**src/rtl/ga_crossover_sched.sv**
```systemverilog
// Generation-level scheduler for the GA crossover stage: gates parent-pair issue,
// counts children accepted by mutation and sequences generations within a run.
module ga_crossover_sched #(
    parameter int P_W   = 8,
    parameter int GEN_W = 16
) (
    input  logic             clk,
    input  logic             sw_rst,
    input  logic [P_W-1:0]   cnfg_p,
    input  logic [GEN_W-1:0] cnfg_gen_max,
    input  logic             start,
    input  logic             pop_ready,
    input  logic             sel_parents_valid,
    output logic             sel_parents_ack,
    output logic             xo_parents_valid,
    input  logic             xo_parents_ack,
    input  logic             xo_child_valid,
    input  logic             xo_child_ack,
    output logic             busy,
    output logic             gen_start_pls,
    output logic             gen_done_pls,
    output logic             run_done_pls,
    output logic [GEN_W-1:0] gen_cnt,
    output logic [P_W-1:0]   issue_cnt,
    output logic [P_W-1:0]   child_cnt,
    output logic             err_ovf
);

    typedef enum logic [2:0] {
        IDLE     = 3'd0,
        WAIT_POP = 3'd1,
        RUN      = 3'd2,
        DRAIN    = 3'd3,
        GEN_END  = 3'd4
    } state_t;

    state_t           state_q;
    logic [P_W-1:0]   p_lat_q;
    logic [P_W-1:0]   issue_cnt_q;
    logic [P_W-1:0]   child_cnt_q;
    logic [GEN_W-1:0] gmax_lat_q;
    logic [GEN_W-1:0] gen_cnt_q;
    logic [GEN_W-1:0] gen_cnt_d;
    logic             gen_start_q;
    logic             gen_done_q;
    logic             run_done_q;
    logic             err_ovf_q;

    logic             issue_hs;
    logic             child_hs;
    logic             child_window;
    logic             child_full;

    assign xo_parents_valid = sel_parents_valid && (state_q == RUN) && (issue_cnt_q != p_lat_q);
    assign sel_parents_ack  = xo_parents_ack && xo_parents_valid;
    assign issue_hs         = sel_parents_ack;
    assign child_hs         = xo_child_valid && xo_child_ack;
    assign child_window     = (state_q == RUN) || (state_q == DRAIN);
    assign child_full       = (child_cnt_q == p_lat_q);
    assign gen_cnt_d        = gen_cnt_q + 1'b1;

    assign busy          = (state_q != IDLE);
    assign gen_start_pls = gen_start_q;
    assign gen_done_pls  = gen_done_q;
    assign run_done_pls  = run_done_q;
    assign gen_cnt       = gen_cnt_q;
    assign issue_cnt     = issue_cnt_q;
    assign child_cnt     = child_cnt_q;
    assign err_ovf       = err_ovf_q;

    always_ff @(posedge clk) begin
        if (sw_rst) begin
            state_q     <= IDLE;
            p_lat_q     <= '0;
            gmax_lat_q  <= '0;
            issue_cnt_q <= '0;
            child_cnt_q <= '0;
            gen_cnt_q   <= '0;
            gen_start_q <= 1'b0;
            gen_done_q  <= 1'b0;
            run_done_q  <= 1'b0;
            err_ovf_q   <= 1'b0;
        end else begin
            gen_start_q <= 1'b0;
            gen_done_q  <= 1'b0;
            run_done_q  <= 1'b0;

            if (issue_hs) begin
                issue_cnt_q <= issue_cnt_q + 1'b1;
            end

            case (state_q)
                IDLE: begin
                    if (start) begin
                        p_lat_q    <= cnfg_p;
                        gmax_lat_q <= cnfg_gen_max;
                        gen_cnt_q  <= '0;
                        err_ovf_q  <= 1'b0;
                        // An empty run completes immediately without leaving IDLE.
                        if ((cnfg_p == '0) || (cnfg_gen_max == '0)) begin
                            run_done_q <= 1'b1;
                        end else begin
                            state_q <= WAIT_POP;
                        end
                    end
                end
                WAIT_POP: begin
                    if (pop_ready) begin
                        state_q     <= RUN;
                        issue_cnt_q <= '0;
                        child_cnt_q <= '0;
                        gen_start_q <= 1'b1;
                    end
                end
                RUN: begin
                    if (issue_cnt_q == p_lat_q) begin
                        state_q <= DRAIN;
                    end
                end
                DRAIN: begin
                    if (child_full) begin
                        state_q    <= GEN_END;
                        gen_done_q <= 1'b1;
                    end
                end
                GEN_END: begin
                    gen_cnt_q <= gen_cnt_d;
                    if (gen_cnt_d == gmax_lat_q) begin
                        state_q    <= IDLE;
                        run_done_q <= 1'b1;
                    end else begin
                        state_q <= WAIT_POP;
                    end
                end
                default: state_q <= IDLE;
            endcase

            // Placed after the FSM so an overflow in the same cycle as start still flags.
            if (child_hs) begin
                if (child_window && !child_full) begin
                    child_cnt_q <= child_cnt_q + 1'b1;
                end else begin
                    err_ovf_q <= 1'b1;
                end
            end
        end
    end

endmodule

```
**config.mk**
```make
export PLATFORM = sky130hd
export DESIGN_NAME = ga_crossover_sched
export DESIGN_NICKNAME = d
export VERILOG_FILES = /design/src/rtl/ga_crossover_sched.sv
export SDC_FILE = /design/constraint.sdc
export NUM_CORES = 1
export LEC_CHECK = 0
export ABC_CLOCK_PERIOD_IN_PS = 4600
export BUFFER_PORTS_ARGS = -buffer_cell sky130_fd_sc_hd__clkbuf_2
export CORE_ASPECT_RATIO = 1.2
export CORE_MARGIN = 5
export CORE_UTILIZATION = 59
export DETAILED_ROUTE_END_ITERATION = 8
export PLACE_DENSITY = 0.81
export SETUP_SLACK_MARGIN = 0.2
export SYNTH_ARGS = -nofsm -noshare
export SYNTH_HDL_FRONTEND = slang
export SYNTH_SLANG_ARGS = --single-unit
```
**constraint.sdc**
```tcl
create_clock -name clk -period 4.6 [get_ports clk]
set_clock_uncertainty 0.15 [all_clocks]
set_input_delay 0.92 -clock clk [delete_from_list [all_inputs] [get_ports clk]]
set_output_delay 0.92 -clock clk [all_outputs]
set_load 0.03 [all_outputs]
```
== After elaboration in Yosys (flattened, before gate mapping) ==
Index checks and enable logic that the tools add are counted.
Storage, ports and cells
  flip-flop bits (word level): 63
  latch bits: 0
  RAM bits: 0
  ROM bits: 0
  input bits: 32
  output and inout bits: 39
  word-level logic and storage cells: 72
  memories kept: 0
Cells by class
  add/subtract/negate cells: 3
  $mul: 0
  div/mod/pow operators: 0
  magnitude comparators: 0
  equality and inequality tests: 13
  shift operators: 0
  muxes and demuxes: 26
  bitwise operators: 2
  reductions and logical operators: 18
Operators by type and width (count)
  two-way mux 8 bit: 7
  one-hot mux 16 bit (2 select lines): 1
  adder 16 x 1 -> 16 bit (second input constant): 1
  adder 8 x 1 -> 8 bit (second input constant): 2
  equality test 16 bit: 1
  equality test 8 bit: 2
  logical NOT 16 bit: 1
  two-way mux 16 bit: 1
  two-way mux 3 bit: 5
  one-hot mux 3 bit (5 select lines): 1
  two-way mux 1 bit: 10
  logical NOT 8 bit: 1
  inequality test 2 bit (second input constant): 4
  inequality test 8 bit: 1
  equality test 3 x 2 -> 1 bit (second input constant): 2
  logical AND 1 bit: 5
  AND reduction 5 bit: 1
  AND reduction 2 bit: 2
  OR reduction 2 bit: 2
  equality test 3 x 1 -> 1 bit (second input constant): 1
  equality test 3 bit (second input constant): 1
  logical NOT 3 bit: 1
  nonzero test 3 bit: 1
  logical OR 1 bit: 2
  5 further kinds: 6

== Longest topological paths before layout ==
Gate-level depths: netlist (run 1).
  word-level depth: 7
  mapped depth: 8
  mapped depth without buffers: 7

== Worst setup path after synthesis (run 1) ==
No wires, ideal clock.
  kind: input port to output port
  start point: in sel_parents_valid
  end point: out xo_parents_valid
  arrival time: 1.926 ns
  required time: 3.530 ns
  path slack: 1.604 ns
  stages: 1
  buffers on the path: 0
  path through: nor4b_1
On the way
  word-level cells in the longest chain between the ends: 2
Ends and longest elaborated chain
  start: declaration: line 13  | input logic sel_parents_valid,
  logical AND 1 bit (2 in a row): line 54  | assign xo_parents_valid = sel_parents_valid && (state_q == RUN) && (issue_cnt_q != p_lat_q);
  end: declaration: line 15  | output logic xo_parents_valid,
No other way between the ends.

== Worst setup path in the final report (run 1) ==
  start point: reg state_q[1]
  end point: out sel_parents_ack
On the way
  word-level cells in the longest chain between the ends: 4
Ends and longest elaborated chain
  start: declaration: line 37  | state_t state_q;
  start signal: assignment: line 73  | state_q <= IDLE;
  start signal: assignment: line 103  | state_q <= WAIT_POP;
  start signal: assignment: line 109  | state_q <= RUN;
  equality test 3 x 2 -> 1 bit: line 54
  logical AND 1 bit (2 in a row): line 54
  logical AND 1 bit: line 55  | assign sel_parents_ack = xo_parents_ack && xo_parents_valid;
  end: declaration: line 14  | output logic sel_parents_ack,
No other way between the ends.

==> insert_results.sql, run 1 <==
INSERT INTO impl_metrics (metric_group, metric, value, unit) VALUES
('status', 'status', 'complete, no violations', ''),
('routing', 'detail_route.first_pass.iterations', '4', ''),
('layout', 'layoutNonFillerInstCount', '585', ''),
('cts', 'cts.clk_slew.worst_paths', '0.07', 'ns'),
('worst_setup_path', 'worst_ep_required_time', '3.53', 'ns'),
('layout', 'antennaDiodeCount', '0', ''),
('timing', 'layout_min_cycle_time', '3.12', 'ns'),
('global_route', 'gr-total-overflow', '0', ''),
('timing', 'setup-violations-final', '0', ''),
('worst_setup_path', 'crit_path_end_kind', 'output pin', ''),
('placed_design', 'dp_hpwl', '6770', 'um'),
('cts', 'max-clock-path-buffers', '2', ''),
('timing', 'fmax', '0.321', 'GHz'),
('synth', 'synth-edff-count', '0', ''),
('pwr', 'power.clock.fraction', '42.8', '%'),
('cts', 'count_of_h_tree_levels_built_during_cts', '3', ''),
('worst_setup_path', 'critical_path.startpoint_type', 'register', ''),
('synth', 'asyncSetResetFlopFracSynth', '0', '%'),
('layout', 'fin_nets', '535', ''),
('floorplan', 'placementRows', '30', ''),
('routing', 'top_layer', 'met4', ''),
('pwr', 'power.net_switching', '0.369', 'mW'),
('routing', 'post_drt_wl_per_cell', '16.0', 'um'),
('synth', 'mappedNetlistArea', '0.00350', 'sq mm'),
('pwr', 'power_density', '327', 'mW/mm^2'),
('synth', 'synth-seq-area-share', '36.0', '%'),
('pwr', 'internal_power', '0.950', 'mW'),
('global_route', 'grt_max_degree', '58', ''),
('synth', 'synth_top_family_by_area', 'simple AND/OR/NAND/NOR gates', ''),
('pwr', 'comb_power_share', '12.2', '%'),
('routing', 'met3_wirelength', '525', 'um'),
('synth', 'synth_fp_nets', '484', ''),
('floorplan', 'coreArea', '0.00571', 'sq mm'),
('routing', 'met1_length', '3890', 'um'),
('worst_setup_path', 'worstPathArrival', '2.05', 'ns'),
('pwr', 'sw_frac_of_total', '28.0', '%'),
('synth', 'yosysTopAreaCell', 'sky130_fd_sc_hd__dfxtp_1', ''),
('pwr', 'sequentialPowerShare', '45.0', '%'),
('synth', 'synth_warnings', '0', ''),
('timing', 'worstMarginPinSlew', '1.12', 'ns'),
('floorplan', 'initial_core_util', '61.4', '%'),
('floorplan', 'die_h', '94.4', 'um'),
('placed_design', 'dpl-instance-area', '0.00380', 'sq mm'),
('layout', 'areaGrowthSynthToFinish', '15.1', '%'),
('synth', 'synth-main-ff-cell', 'sky130_fd_sc_hd__dfxtp_1', ''),
('routing', 'dr_total_vias', '3440', ''),
('worst_setup_path', 'largest_driver_fanout_on_the_critical_path', '11', ''),
('synth', 'synth.lib_cells_used.distinct', '54', ''),
('synth', 'synth_compound_gate_area_share', '17.3', '%'),
('layout', 'ratio_of_cells_with_drive_above_1_in_the_final_layout', '20.2', '%'),
('worst_setup_path', 'worst-setup-path-type', 'reg -> out', ''),
('placed_design', 'pre_cts_ws', '1.79', 'ns'),
('timing', 'fin_tns_setup', '0', 'ns'),
('floorplan', 'boundaryPins', '71', ''),
('global_route', 'grt_pass1_wl', '15200', 'um'),
('routing', 'detailedRoute.firstIterationViolations', '200', ''),
('cts', 'tritoncts', 'done', ''),
('cts', 'clk_latency', '0.35', 'ns'),
('cts', 'post_cts_hold_buffer_count', '0', ''),
('synth', 'synth_xor_area_share', '10.0', '%'),
('job', 'maxCapViolCount', '0', ''),
('routing', 'drc', '0', ''),
('synth', 'synth_adder_area_share', '1.07', '%'),
('cts', 'tritoncts_num_sinks', '63', ''),
('global_route', 'grt_pass1_vias', '3227', ''),
('synth', 'syn-mean-instance-area', '7.80', 'sq um'),
('timing', 'worst_slew_margin_rel', '25.3', '%'),
('synth', 'synth-simple-area-share', '29.7', '%'),
('timing', 'final_critical_path_setup_slack', '1.48', 'ns'),
('synth', 'synth_area_leaders', 'sky130_fd_sc_hd__dfxtp_1 (36%), sky130_fd_sc_hd__nand2_1 (7.8%), sky130_fd_sc_hd__xnor2_1 (7.5%)', ''),
('routing', 'finalWirelength', '9370', 'um');
registers in the layout, indices dropped and copies added (netlist names):
signal,cells
issue_cnt,8
gen_start_pls,1
gen_done_pls,1
p_lat_q,8
run_done_pls,1
gen_cnt,16
child_cnt,8
err_ovf,1
state_q,3
gmax_lat_q,16
stage by stage:
step | hold slack (ns) | power [mW]
2_1_floorplan | 0.298 | 0.711
3_3_place_gp | 0.296 | 0.760
3_5_place_dp | 0.317 | 0.764
4_1_cts | 0.329 | 1.32
5_1_grt | 0.348 | 1.37
6_report | 0.326 | 1.32
metal layers:
layer  up-vias  GRT usage, %
met2       118          44.3
met3        19          5.25
met1      1611          30.4
met4         0          12.8
met5         -             0
li1       1692             -
placed cells by master, fill, tap and decap left out, types with 2 or more instances in the layout:
| master | count |
|---|---|
| sky130_fd_sc_hd__and4b_1 | 3 |
| sky130_fd_sc_hd__clkinvlp_4 | 2 |
| sky130_fd_sc_hd__and3_1 | 10 |
| sky130_fd_sc_hd__ha_1 | 3 |
| sky130_fd_sc_hd__nor2b_1 | 2 |
| sky130_fd_sc_hd__clkbuf_2 | 70 |
| sky130_fd_sc_hd__bufinv_16 | 2 |
| sky130_fd_sc_hd__inv_1 | 6 |
| sky130_fd_sc_hd__and2_1 | 5 |
| sky130_fd_sc_hd__nand2_1 | 73 |
| sky130_fd_sc_hd__nor2_1 | 37 |
| sky130_fd_sc_hd__o211ai_1 | 4 |
| sky130_fd_sc_hd__or3_1 | 6 |
| sky130_fd_sc_hd__nand2b_1 | 4 |
| sky130_fd_sc_hd__dfxtp_1 | 63 |
| sky130_fd_sc_hd__a311oi_1 | 5 |
| sky130_fd_sc_hd__xor2_1 | 10 |
| sky130_fd_sc_hd__clkbuf_8 | 10 |
| sky130_fd_sc_hd__nor4_1 | 10 |
| sky130_fd_sc_hd__xnor2_1 | 30 |
| sky130_fd_sc_hd__nand4_1 | 11 |
| sky130_fd_sc_hd__a31oi_1 | 6 |
| sky130_fd_sc_hd__a21oi_1 | 47 |
| sky130_fd_sc_hd__nand3_1 | 12 |
| sky130_fd_sc_hd__or3b_2 | 5 |
| sky130_fd_sc_hd__o21ai_0 | 23 |
| sky130_fd_sc_hd__buf_4 | 2 |
| sky130_fd_sc_hd__or4_1 | 2 |
| sky130_fd_sc_hd__nand3b_1 | 2 |
| sky130_fd_sc_hd__o311ai_0 | 2 |
| sky130_fd_sc_hd__nor3_1 | 12 |
cell type report:
cell class                      instances  area, sq um
Tap cell                               80          100
Timing Repair Buffer                   72          365
Multi-Input combinational cell        348         2050
Inverter                                6         22.5
Sequential cell                        63         1260
Clock inverter                          6         92.6
Clock buffer                           10          138
Fill cell                             503         1670
synth_stat cells, types with 5 or more instances:
master,count
sky130_fd_sc_hd__or3b_2,5
sky130_fd_sc_hd__a21oi_1,47
sky130_fd_sc_hd__nand3_1,12
sky130_fd_sc_hd__xnor2_1,30
sky130_fd_sc_hd__clkbuf_1,20
sky130_fd_sc_hd__and3_1,10
sky130_fd_sc_hd__nor4_1,10
sky130_fd_sc_hd__a311oi_1,5
sky130_fd_sc_hd__a31oi_1,6
sky130_fd_sc_hd__or3_1,6
sky130_fd_sc_hd__dfxtp_1,63
sky130_fd_sc_hd__nor2_1,37
sky130_fd_sc_hd__xor2_1,10
sky130_fd_sc_hd__nor3_1,12
sky130_fd_sc_hd__nand2_1,73
sky130_fd_sc_hd__inv_1,6
sky130_fd_sc_hd__buf_2,6
sky130_fd_sc_hd__and2_1,5
sky130_fd_sc_hd__o21ai_0,23
sky130_fd_sc_hd__nand4_1,11
worst max path at each step:
stage / slack (ns) / startpoint / to / cells past startpoint
global placement: 1.80 / sel_parents_valid / sel_parents_ack / 4
finish: 1.48 / state_q[1] / sel_parents_ack / 4
CTS: 1.51 / state_q[1] / sel_parents_ack / 4
detailed placement: 1.79 / sel_parents_valid / sel_parents_ack / 4
global route: 1.39 / state_q[1] / sel_parents_ack / 4
floorplan: 1.60 / sel_parents_valid / xo_parents_valid / 1
critical path: stages, from the launching register on:
cell,delay (ns)
sky130_fd_sc_hd__dfxtp_1,0.54
sky130_fd_sc_hd__nor2b_1,0.37
sky130_fd_sc_hd__and4b_1,0.26
sky130_fd_sc_hd__o21a_1,0.28
sky130_fd_sc_hd__clkbuf_2,0.26
logic make-up (layout without fill, tap and decap cells):
family          count (synthesis)  in the layout
simple gates                  204            204
compound gates                 99             99
flops                          63             63
xor+xnor                       40             40
buf+inv                        38             94
fa+ha+maj                       3              3
mux                             2              2
power by group through the flow:
stage	combinational (mW)	clock, mW	sequential [mW]
2_1_floorplan	0.115	0	0.596
3_3_place_gp	0.157	0	0.604
3_5_place_dp	0.159	0	0.605
4_1_cts	0.161	0.570	0.592
5_1_grt	0.180	0.598	0.595
6_report	0.161	0.565	0.593
Note: power is estimated with default switching activity, not from simulation.
==> run 2: changes to the inputs <==
--- a/config.mk
+++ b/config.mk
@@ -5,13 +5,13 @@
 export SDC_FILE = /design/constraint.sdc
 export NUM_CORES = 1
 export LEC_CHECK = 0
-export ABC_CLOCK_PERIOD_IN_PS = 4600
+export ABC_CLOCK_PERIOD_IN_PS = 3100
 export BUFFER_PORTS_ARGS = -buffer_cell sky130_fd_sc_hd__clkbuf_2
 export CORE_ASPECT_RATIO = 1.2
 export CORE_MARGIN = 5
-export CORE_UTILIZATION = 59
+export CORE_UTILIZATION = 55
 export DETAILED_ROUTE_END_ITERATION = 8
-export PLACE_DENSITY = 0.81
+export PLACE_DENSITY = 0.76
 export SETUP_SLACK_MARGIN = 0.2
 export SYNTH_ARGS = -nofsm -noshare
 export SYNTH_HDL_FRONTEND = slang
==> constraint.sdc (replaced) <==
create_clock -name clk -period 3.1 [get_ports clk]
set_clock_uncertainty 0.15 [all_clocks]
set_input_delay 0.62 -clock clk [delete_from_list [all_inputs] [get_ports clk]]
set_output_delay 0.62 -clock clk [all_outputs]
set_load 0.03 [all_outputs]
==> insert_results.sql, run 2 (synthesis results as in run 1) <==
INSERT INTO impl_metrics (metric_group, metric, value, unit) VALUES
('timing', 'post-route-period-util', '89.1', '%'),
('global_route', 'grt.total_usage', '23.6', '%'),
('pwr', 'power_density', '468', 'mW/mm^2'),
('worst_setup_path', 'crit_path_end_kind', 'output pin', ''),
('floorplan', 'die_width', '82.8', 'um'),
('placed_design', 'portBuffers', '70', ''),
('routing', 'detail_route.first_pass.iterations', '4', ''),
('hold_path', 'worstHoldPathCells', '2', ''),
('cts', 'numCtsBuffers', '9', ''),
('floorplan', 'placementRows', '31', ''),
('routing', 'route.antenna.remaining_nets', '0', ''),
('timing', 'finalMaxSlewViolations', '0', ''),
('floorplan', 'boundaryPins', '71', ''),
('global_route', 'antenna_found_initial', '0', ''),
('hold_path', 'end_of_the_worst_hold_path', 'err_ovf', ''),
('layout', 'commonest_non_fill_non_tap_cells_in_the_layout', 'sky130_fd_sc_hd__nand2_1 (73), sky130_fd_sc_hd__clkbuf_2 (70), sky130_fd_sc_hd__dfxtp_1 (63), sky130_fd_sc_hd__a21oi_1 (47), sky130_fd_sc_hd__nor2_1 (37)', ''),
('pwr', 'cellLeakagePower', '1.58', 'nW'),
('worst_setup_path', 'worst_ep_required_time', '2.33', 'ns'),
('cts', 'postCtsSetupBuffers', '0', ''),
('floorplan', 'fp.dieArea', '0.00807', 'sq mm'),
('floorplan', 'die_h', '97.4', 'um'),
('layout', 'layout.cells.most_common', 'sky130_fd_sc_hd__nand2_1', ''),
('routing', 'finalWirelength', '9570', 'um'),
('floorplan', 'coreArea', '0.00613', 'sq mm'),
('status', 'status', 'complete, no violations', ''),
('routing', 'detailedRoute.firstIterationViolations', '196', ''),
('worst_setup_path', 'regToRegEndpoint', 'run_done_pls', ''),
('routing', 'dr_total_vias', '3444', ''),
('hold_path', 'hp-class', 'reg -> reg', ''),
('pwr', 'worst_ir_drop_vdd', '323', 'uV'),
('cts', 'post_cts.resized_instances', '0', ''),
('cts', 'max-clock-path-buffers', '2', ''),
('layout', 'finalInstanceArea', '0.00406', 'sq mm'),
('worst_setup_path', 'ff2ff_path_depth', '6', ''),
('cts', 'clockRootBuffer', 'sky130_fd_sc_hd__clkbuf_8', ''),
('layout', 'fin_nets', '540', ''),
('cts', 'clk_latency', '0.34', 'ns'),
('routing', 'vias_per_cell', '5.84', ''),
('worst_setup_path', 'critical_path.startpoint_type', 'register', ''),
('layout', 'ratio_of_cells_with_drive_above_1_in_the_final_layout', '21.1', '%'),
('cts', 'tritoncts', 'done', ''),
('floorplan', 'initial_core_util', '57.1', '%'),
('worst_setup_path', 'r2r-start', 'gen_cnt[7]', ''),
('layout', 'areaGrowthSynthToFinish', '16.0', '%'),
('cts', 'tritoncts_num_sinks', '63', ''),
('placed_design', 'routabilityCongestion', '0.972', ''),
('timing', 'layout_min_cycle_time', '2.76', 'ns'),
('worst_setup_path', 'ff2ff_setup_slack', '0.43', 'ns'),
('worst_setup_path', 'worst-setup-path-type', 'reg -> out', ''),
('placed_design', 'dpl-instance-area', '0.00384', 'sq mm'),
('cts', 'cts.clk_slew.worst_paths', '0.07', 'ns'),
('timing', 'fin_tns_setup', '0', 'ns'),
('global_route', 'gr-total-overflow', '0', ''),
('timing', 'timing.final.hold_violations', '0', ''),
('hold_path', 'hold_path.startpoint', 'err_ovf', ''),
('routing', 'drc', '0', ''),
('worst_setup_path', 'largest_driver_fanout_on_the_critical_path', '11', ''),
('global_route', 'grt_pass1_vias', '3313', ''),
('global_route', 'grt_max_degree', '33', ''),
('timing', 'setup-violations-final', '0', ''),
('timing', 'worst_slew_margin_rel', '55.8', '%'),
('timing', 'worstMarginPinSlew', '0.655', 'ns'),
('cts', 'post_cts_hold_buffer_count', '0', ''),
('worst_setup_path', 'worstPathArrival', '1.99', 'ns'),
('job', 'maxCapViolCount', '0', ''),
('placed_design', 'dp_hpwl', '7100', 'um'),
('layout', 'antennaDiodeCount', '0', ''),
('timing', 'rsz0062_at_grt', 'false', ''),
('cts', 'count_of_h_tree_levels_built_during_cts', '3', ''),
('timing', 'fmax', '0.362', 'GHz'),
('routing', 'post_drt_wl_per_cell', '16.2', 'um'),
('global_route', 'grt_pass1_wl', '15700', 'um');
==> run 2: changes by cell type in the layout (fill, tap and decap cells not counted), sizes merged <==
cell      before  now
buf            2    7
clkbuf        80   81
clkinvlp       2    0
inv            7    6
==> run 2: per-layer routing <==
| metal | part of all wire [%] | global-route usage [%] |
|---|---|---|
| met5 | 0 | 0 |
| met4 | 3.1 | 12.5 |
| met3 | 5.0 | 4.66 |
| met2 | 51 | 40.5 |
| met1 | 41 | 27.5 |
==> run 2: per-stage QoR <==
stage,total power [mW],setup WS (ns),hold WS (ns),util [%],std cells
floorplan,1.06,0.433,0.298,-,449
global placement,1.14,0.523,0.296,62.7,576
detailed placement,1.14,0.365,0.311,62.7,576
CTS,1.91,0.318,0.320,66.1,590
global route,1.98,0.234,0.335,66.3,590
finish,1.90,0.337,0.316,66.3,590
==> run 2: report_power, final <==
part,internal (mW),switching (mW)
logic,0.0933,0.147
registers,0.840,0.0421
clock network,0.468,0.310
total,1.40,0.500
==> run 2: worst max-delay path by stage <==
| stage | startpoint | to | cells past startpoint |
|---|---|---|---|
| 2_1_floorplan | issue_cnt[0] | xo_parents_valid | 4 |
| 3_3_place_gp | gen_cnt[4] | run_done_pls | 6 |
| 3_5_place_dp | gen_cnt[4] | run_done_pls | 6 |
| 4_1_cts | state_q[1] | sel_parents_ack | 4 |
| 5_1_grt | state_q[1] | sel_parents_ack | 4 |
| 6_report | state_q[1] | sel_parents_ack | 4 |
==> run 2: layout make-up <==
cell class | count | area, sq um
multi-input combinational | 348 | 2060
fill | 545 | 2060
sequential | 63 | 1260
timing repair buffer | 77 | 403
clock buffer | 11 | 141
tap | 82 | 103
clock inverter | 3 | 68.8
inverter | 6 | 22.5
==> run 2: critical path, stage by stage (launching register included) <==
cell	delay (ns)
sky130_fd_sc_hd__dfxtp_1	0.53
sky130_fd_sc_hd__nor2b_2	0.31
sky130_fd_sc_hd__and4b_1	0.23
sky130_fd_sc_hd__o21a_1	0.32
sky130_fd_sc_hd__clkbuf_2	0.27
